==> config.mk <==
export PLATFORM = sky130hd
export DESIGN_NAME = fetch_stage
export DESIGN_NICKNAME = d
export VERILOG_FILES = /design/src/rtl/fetch_stage.sv
export SDC_FILE = /design/constraint.sdc
export NUM_CORES = 1
export LEC_CHECK = 0
export BUFFER_PORTS_ARGS = -buffer_cell sky130_fd_sc_hd__clkbuf_2
export CAP_MARGIN = 15
export CORE_MARGIN = 5
export CORE_UTILIZATION = 63
export DETAILED_ROUTE_END_ITERATION = 8
export PLACE_DENSITY = 0.95
export SLEW_MARGIN = 10
export SYNTH_ARGS = -nofsm -noshare
export SYNTH_HDL_FRONTEND = slang
export SYNTH_SLANG_ARGS = --single-unit
==> constraint.sdc <==
create_clock -name clock -period 8.1 [get_ports clock]
set_clock_uncertainty 0.1 [all_clocks]
set_input_delay 0.405 -clock clock [delete_from_list [all_inputs] [get_ports clock]]
set_output_delay 0.405 -clock clock [all_outputs]
set_load 0.05 [all_outputs]
==> src/rtl/fetch_stage.sv <==
// ============================================================================
// Module      : fetch_stage
// Description : Instruction fetch stage. Keeps the fetch PC, issues
//               single-outstanding word reads, buffers returned words with
//               their PCs in a 2-entry FIFO and hands them to decode.
// Revision    : 1.0 - initial release
// ============================================================================
`default_nettype none

module fetch_stage #(
  parameter logic [31:0] RESET_PC = 32'h80020000,
  parameter logic [31:0] PC_STEP  = 32'd4
) (
  input  logic        clock,
  input  logic        reset_n,
  output logic [31:0] imem_addr,
  output logic        imem_req,
  input  logic        imem_rvalid,
  input  logic [31:0] imem_rdata,
  input  logic        redirect,
  input  logic [31:0] redirect_pc,
  input  logic        decode_ready,
  output logic [31:0] insn,
  output logic [31:0] pc,
  output logic        enable_decode
);

  typedef enum logic [1:0] {
    S_IDLE  = 2'd0,
    S_WAIT  = 2'd1,
    S_FLUSH = 2'd2
  } state_t;

  state_t      state_q, state_d;
  logic [31:0] fetch_pc_q, fetch_pc_d;
  logic [31:0] req_pc_q, req_pc_d;
  logic [1:0]  count_q, count_d;
  logic        rd_ptr_q, rd_ptr_d;
  logic        wr_ptr_q, wr_ptr_d;
  logic [31:0] fifo_insn_q [2];
  logic [31:0] fifo_pc_q   [2];
  logic [31:0] insn_q, insn_d;
  logic [31:0] pc_q, pc_d;
  logic        enable_decode_q, enable_decode_d;

  logic w_pop;
  logic w_issue;
  logic w_push;

  // The count used for issue is the pre-pop value, so a full FIFO never
  // issues even if decode drains an entry in the same cycle. Held low while
  // in reset so the request output is quiet during reset.
  assign w_pop   = enable_decode_q & decode_ready;
  assign w_issue = reset_n & (state_q == S_IDLE) & ~redirect & (count_q != 2'd2);
  assign w_push  = (state_q == S_WAIT) & imem_rvalid & ~redirect;

  assign imem_req      = w_issue;
  assign imem_addr     = fetch_pc_q;
  assign insn          = insn_q;
  assign pc            = pc_q;
  assign enable_decode = enable_decode_q;

  // Next-state logic for the fetch FSM, FIFO bookkeeping and decode outputs.
  always_comb begin
    state_d         = state_q;
    fetch_pc_d      = fetch_pc_q;
    req_pc_d        = req_pc_q;
    count_d         = count_q;
    rd_ptr_d        = rd_ptr_q;
    wr_ptr_d        = wr_ptr_q;
    insn_d          = insn_q;
    pc_d            = pc_q;
    enable_decode_d = 1'b0;

    if (redirect) begin
      fetch_pc_d = {redirect_pc[31:2], 2'b00};
      count_d    = 2'd0;
      rd_ptr_d   = 1'b0;
      wr_ptr_d   = 1'b0;
      // A response arriving together with the redirect completes the
      // outstanding read (and is dropped), so there is nothing left to flush.
      if (state_q != S_IDLE && imem_rvalid) begin
        state_d = S_IDLE;
      end else if (state_q == S_WAIT) begin
        state_d = S_FLUSH;
      end
    end else begin
      case (state_q)
        S_IDLE: begin
          if (w_issue) begin
            req_pc_d   = fetch_pc_q;
            fetch_pc_d = fetch_pc_q + PC_STEP;
            state_d    = S_WAIT;
          end
        end
        S_WAIT: begin
          if (imem_rvalid) state_d = S_IDLE;
        end
        S_FLUSH: begin
          if (imem_rvalid) state_d = S_IDLE;
        end
        default: state_d = S_IDLE;
      endcase
      count_d  = count_q + {1'b0, w_push} - {1'b0, w_pop};
      rd_ptr_d = rd_ptr_q ^ w_pop;
      wr_ptr_d = wr_ptr_q ^ w_push;
    end

    // Registered outputs show the head entry of the next FIFO state; a word
    // pushed into the new head slot bypasses storage to keep latency at 1.
    if (count_d != 2'd0) begin
      enable_decode_d = 1'b1;
      if (w_push && (wr_ptr_q == rd_ptr_d)) begin
        insn_d = imem_rdata;
        pc_d   = req_pc_q;
      end else begin
        insn_d = fifo_insn_q[rd_ptr_d];
        pc_d   = fifo_pc_q[rd_ptr_d];
      end
    end
  end

  // State, FIFO storage and output registers with asynchronous reset.
  always_ff @(posedge clock or negedge reset_n) begin
    if (!reset_n) begin
      state_q         <= S_IDLE;
      fetch_pc_q      <= RESET_PC;
      req_pc_q        <= 32'd0;
      count_q         <= 2'd0;
      rd_ptr_q        <= 1'b0;
      wr_ptr_q        <= 1'b0;
      fifo_insn_q[0]  <= 32'd0;
      fifo_insn_q[1]  <= 32'd0;
      fifo_pc_q[0]    <= 32'd0;
      fifo_pc_q[1]    <= 32'd0;
      insn_q          <= 32'd0;
      pc_q            <= 32'd0;
      enable_decode_q <= 1'b0;
    end else begin
      state_q         <= state_d;
      fetch_pc_q      <= fetch_pc_d;
      req_pc_q        <= req_pc_d;
      count_q         <= count_d;
      rd_ptr_q        <= rd_ptr_d;
      wr_ptr_q        <= wr_ptr_d;
      insn_q          <= insn_d;
      pc_q            <= pc_d;
      enable_decode_q <= enable_decode_d;
      if (w_push) begin
        fifo_insn_q[wr_ptr_q] <= imem_rdata;
        fifo_pc_q[wr_ptr_q]   <= req_pc_q;
      end
    end
  end

endmodule

`default_nettype wire

# Word level (Yosys, flattened, before mapping)
# Index checks and enable logic that the tools add are counted.
# Widths: inputs -> output; s select.
[word_totals]
reg_bits = 263
input_bits = 69
[classes]
addsub = 3
n_lt_le_gt_ge = 3
eq_ne = 7
mux = 25
bitwise = 11
reduce_logical = 12
[ops]
columns = ["op", "count"]
rows = [
  ["$mux 32", 12],
  ["$bwmux 64", 2],
  ["$add 32x3->32 const B", 1],
  ["$demux 32 s1", 1],
  ["$mux 2", 6],
  ["$reduce_bool 2->1", 4],
  ["$and 1x1->1", 6],
  ["$ne 3x1->1 const B", 2],
  ["$reduce_and 3->1", 2],
  ["$ge 2x2->1 const B", 2],
  ["$not 1->2", 2],
  ["$pmux 2 s2", 1],
  ["$logic_and 1x1->1", 3],
  ["$mux 1", 3],
  ["$ne 3x3->1 const B", 1],
  ["$add 2x1->2", 1],
  ["$eq 2x1->1 const B", 1],
  ["$eq 2x2->1 const B", 1],
  ["$logic_not 2->1", 1],
  ["$lt 2x1->1 const B", 1],
  ["$ne 2x2->1 const B", 1],
  ["$reduce_and 2->1", 1],
  ["$reduce_or 2->1", 1],
  ["$sub 2x1->2", 1],
  ["3 further kinds", 4],
]

# Longest topological paths before layout
[depth]
depth_word = 8
ltp_mapped = 16
mapped_depth_nobuf = 12

# Worst setup path after synthesis
# No wires, ideal clock.
[synth_path]
path_kind = "register to register"
start = "register state_q[0]"
end = "register pc_q[10], in the netlist pc[10]"
arrival_time_ps = 2828
required_ps = 7923
slack_ps = 5095
path_stages_with_launch = 16
path_buffers = 4
period_less_slack_ps = 3005
cell_sequence = "dfrtp_1 -> ha_1 -> nand3_2 -> clkbuf_1 -> buf_1 -> ha_1 -> inv_1 -> ha_1 -> xor2_1 -> xnor2_1 -> a21o_1 -> buf_2 -> inv_2 -> buf_2 -> o311ai_0 -> o21ai_1"
[synth_via]
elab_chain_cells = 7
[synth_lines]
columns = ["item", "line", "text"]
rows = [
  ["from (decl)", "34", "state_t state_q, state_d;"],
  ["from (signal assigned)", "140", "state_q <= state_d;"],
  ["$eq 2x1->1 *", "55", "assign w_push = (state_q == S_WAIT) & imem_rvalid & ~redirect;"],
  ["$and 1x1->1 * (2 in series)", "55", ""],
  ["$add 2x1->2", "104", "count_d = count_q + {1'b0, w_push} - {1'b0, w_pop};"],
  ["$sub 2x1->2", "104", ""],
  ["$mux 2", "75", "if (redirect) begin"],
  ["$reduce_bool 2->1", "111", "if (count_d != 2'd0) begin"],
  ["to (signal assigned)", "147", "pc_q <= pc_d;"],
  ["to (decl)", "43", "logic [31:0] pc_q, pc_d;"],
]
# Every way passes the cells marked *; elsewhere a longest branch is shown, timed or not.
# A chain may end at the register's enable or synchronous reset.

# Worst setup path after layout
[layout_path]
start = "register state_q[1]"
end = "register pc_q[5], in the netlist pc[5]"
# Same word-level chain as after synthesis.

==> impl_summary.log <==
INFO  metric setup_viol = 0
INFO  metric critical_path.cell_chain = inv_1 -> ha_1 -> nand3_4 -> ha_1 -> inv_1 -> ha_1 -> xor2_1 -> xnor2_1 -> a21o_2 -> inv_2 -> buf_4 -> o311ai_0 -> o21ai_1
INFO  metric timing.critical_path.to_type = flop
INFO  metric power-per-cell-area = 399.1 nW/um^2
INFO  metric grt_start_max_net_pins = 126
INFO  metric run_status = finished clean
INFO  metric cap_violations = 0
INFO  metric htree_levels = 1
INFO  metric postSynthAreaPerCell = 11.02 um^2
INFO  metric antenna_left = 0
INFO  metric grt_pass1_vias = 10609
INFO  metric tritoncts_num_sinks = 253
INFO  metric multiInputGateArea = 5713 um^2
INFO  metric critical_path.slowest_cell = buf_4
INFO  metric path_max_fanout = 49
INFO  metric sequentialPowerShare = 0.384
INFO  metric grt_antenna_before_repair = 0
INFO  metric tritoncts.num_buffers = 26
INFO  metric sequential_cell_area = 6335 um^2
INFO  metric detail_route.wirelength = 34.16 mm
INFO  metric postCtsResizedCells = 0
INFO  metric reg2reg_setup_slack = 3.85 ns
INFO  metric leakagePower = 6.297 nW
INFO  metric placement.setup.worst_slack = 3.459 ns
INFO  metric share_comb_of_total_power = 0.403
INFO  metric gr-usage-all-layers = 0.2990
INFO  metric n_fill_cell = 1219
INFO  metric drc_errors_left = 0
INFO  metric avgViaCountPerCell = 6.731
INFO  metric synth.lib_cells_used.distinct = 48
INFO  metric avgRoutedWirePerCell = 22.10 um
INFO  metric synth-seq-area-share = 0.5019
INFO  metric yosysWarnings = 0
INFO  metric top_achievable_clock_speed = 0.2352 GHz
INFO  metric hold_path.class = input port to flop
INFO  metric synthCells = 1145
INFO  metric slew_violations = 0
INFO  metric die_width = 151.5 um
INFO  metric period_share = 0.5248
INFO  metric global_route_wire_length_before_repair = 55.10 mm
INFO  metric tightestPinTransition = 1.237 ns
INFO  metric clock_pin_slew_on_the_worst_setup_and_hold_paths = 0.07 ns
INFO  metric num_antenna_cells = 0
INFO  metric cp_common_cell = ha_1
INFO  metric num_rows = 51
INFO  metric postSynth.topFlopCell = dfrtp_1
INFO  metric drt_first_pass_iters = 5
INFO  metric io_buffer_count = 160
INFO  metric syn_area = 12620 um^2
INFO  metric fin_crit = 4.251 ns
INFO  metric ios = 167
INFO  metric cts-root-to-sink-buffers = 3
INFO  metric cp-start-kind = flop
INFO  metric clock_tree_from_tritoncts = yes
INFO  metric fraction_of_layout_instances_using_a_drive_strength_above_1 = 0.3060
INFO  metric power_switching_share = 0.4148
INFO  metric nNetsFinal = 1339
INFO  metric layout-area-overhead-vs-synth = 14.42%
INFO  metric detailed_place_hpwl = 19.36 mm
INFO  metric p_sw = 2.390 mW
INFO  metric p_int = 3.373 mW
INFO  metric worst_skew_pair.late_latency = 0.54 ns
INFO  metric cpPeakStageDelay = 0.52 ns
INFO  metric timing.critical_path.arrival = 4.59 ns
INFO  metric worst-endpoint-required = 8.44 ns
INFO  metric setup_repair_after_global_routing_missed_its_margin = false
INFO  metric max-vdd-ir-drop = 0.2782 mV
INFO  metric floorplan.initialDensity = 0.6441
INFO  metric async_flop_share = 1.000
INFO  metric finalHoldViolCount = 0
INFO  metric globalRouteOverflowTotal = 0
INFO  metric max_slew_headroom = 0.1753
INFO  metric core_region_area = 19590 um^2
INFO  metric postLayoutSetupSlackWorst = 3.849 ns
INFO  metric die-area = 22960 um^2
INFO  metric clockRootBuffer = clkbuf_16
INFO  metric timing.setup.critical_path_class = flop to flop
INFO  metric routabilityCongestion = 0.8941
INFO  metric fin_tns_setup = 0 ns
INFO  metric p_clk_frac = 0.213
INFO  metric vias = 10406
INFO  metric yosys_register_bits = 253
INFO  metric first_iter_violations = 1207
INFO  metric synth_edf_count = 0
INFO  metric die_h = 151.5 um
-- area by class of cell --
cell class,instances,share of cell area
clock buffers,40,0.05434
clock inverters,6,0.006153
inverters,14,0.003900
multi-input cells,772,0.3957
flip-flops and latches,253,0.4388
well taps,265,0.02297
repair buffers,196,0.07817
-- worst paths after layout --
path | from | end | depth (start not counted)
worst min-delay path | redirect_pc[24] | imem_addr[24] | 3
max in group asynchronous | reset_n | fifo_pc_q[5] | 3
worst max-delay path | state_q[1] | pc[5] | 13
min in group asynchronous | reset_n | imem_addr[3] | 2
worst min register to register | insn[15] | insn[15] | 2
worst max register to register | state_q[1] | pc[5] | 13
-- flip-flops by register name, summed over array words and instances, names as in the netlist --
name	flops
fifo_insn_q	64
fifo_pc_q	60
insn	32
imem_addr	30
pc	30
req_pc_q	30
count_q	2
state_q	2
enable_decode	1
rd_ptr_q	1
wr_ptr_q	1
-- logic make-up (layout without fill, tap and decap cells) --
| group | after synthesis | after routing | synth area share |
|---|---|---|---|
| simple gates | 226 | 226 | 0.09718 |
| other cells | 1 | 4 | 0.0002972 |
| buf+inv | 123 | 256 | 0.04769 |
| mux | 159 | 159 | 0.1417 |
| flops | 253 | 253 | 0.5019 |
| xor+xnor | 29 | 29 | 0.02013 |
| fa+ha+maj | 7 | 7 | 0.006941 |
| compound gates | 347 | 347 | 0.1841 |
-- power by group through the flow --
stage / Clock (mW) / Combinational (mW) / Sequential [mW]
final: 1.23 / 2.32 / 2.21
after floorplan: 0 / 1.33 / 2.57
after CTS: 1.24 / 2.32 / 2.20
after global placement: 0 / 2.18 / 2.15
after global routing: 1.30 / 2.50 / 2.26
after detailed placement: 0 / 2.27 / 2.21
-- synthesized netlist by cell type, drive strengths merged (2+ instances only) --
| library cell | n | share of area |
|---|---|---|
| nor3 | 7 | 0.0032 |
| a21oi | 64 | 0.026 |
| o311ai | 62 | 0.043 |
| xnor2 | 8 | 0.0056 |
| inv | 14 | 0.0044 |
| mux2 | 157 | 0.14 |
| nand2 | 99 | 0.029 |
| buf | 47 | 0.025 |
| o21a | 62 | 0.037 |
| mux2i | 2 | 0.0016 |
| a22oi | 63 | 0.037 |
| o21ai | 89 | 0.035 |
| nor4 | 3 | 0.0015 |
| ha | 7 | 0.0069 |
| nand3 | 12 | 0.0056 |
| or4 | 62 | 0.037 |
| nand4 | 16 | 0.0079 |
| dfstp | 2 | 0.0042 |
| dfrtp | 251 | 0.50 |
| nor2 | 11 | 0.0033 |
| xor2 | 21 | 0.015 |
| or3 | 2 | 0.00099 |
| and2 | 3 | 0.0015 |
| nor3b | 2 | 0.0012 |
| clkbuf | 62 | 0.018 |
| and3 | 4 | 0.0020 |
| a31oi | 2 | 0.00099 |
-- critical path, delay by kind of cell, from the launching register on --
family | cells | cell delay (ns)
buffers and inverters | 4 | 1.14
adder cells (fa/ha/maj) | 3 | 0.95
AO/OA/AOI/OAI | 3 | 0.73
AND/OR/NAND/NOR | 1 | 0.47
flip-flops | 1 | 0.39
XOR/XNOR | 2 | 0.33
-- layer usage --
layer	vias to the layer above	global-route usage	part of all wire
met4	0	0.1101	0.029
met5	-	0	0
met3	110	0.05889	0.098
met2	589	0.5059	0.50
met1	5183	0.3850	0.37
li1	4524	-	-
-- cells in the final DEF, fill, tap and decap left out, types with 10 or more instances in the layout --
cell	Yosys	final
dfrtp_1	251	250
clkbuf_2	0	159
mux2_2	157	157
nand2_1	99	99
a22oi_1	63	63
a21oi_1	63	63
o21a_1	62	62
or4_1	62	62
o21ai_1	62	62
o311ai_1	49	49
o21ai_0	27	27
clkbuf_16	0	27
xor2_1	21	21
dlygate4sd3_1	0	19
buf_4	8	17
nand4_1	16	16
o311ai_0	13	13
nor2_1	11	11
nand3_1	10	10
-- metrics by stage --
stage | total power [mW] | util | cells | area (um^2) | hold WS, ns
finish | 5.763 | 0.7370 | 1546 | 14440 | 0.005420
global placement | 4.337 | 0.6827 | 1481 | 13370 | 0.3686
global route | 6.064 | 0.7370 | 1546 | 14440 | 0.01804
detailed placement | 4.479 | 0.6827 | 1481 | 13370 | 0.3750
floorplan | 3.902 | - | 1148 | 12630 | 0.009409
CTS | 5.748 | 0.7370 | 1546 | 14440 | 0.0006475
-- repair_timing --
item,in CTS,in global routing
hold buffers,19,0
setup buffers,0,0
endpoints found under the hold margin,119,0
No activity file was read; power rests on OpenSTA's default activity.
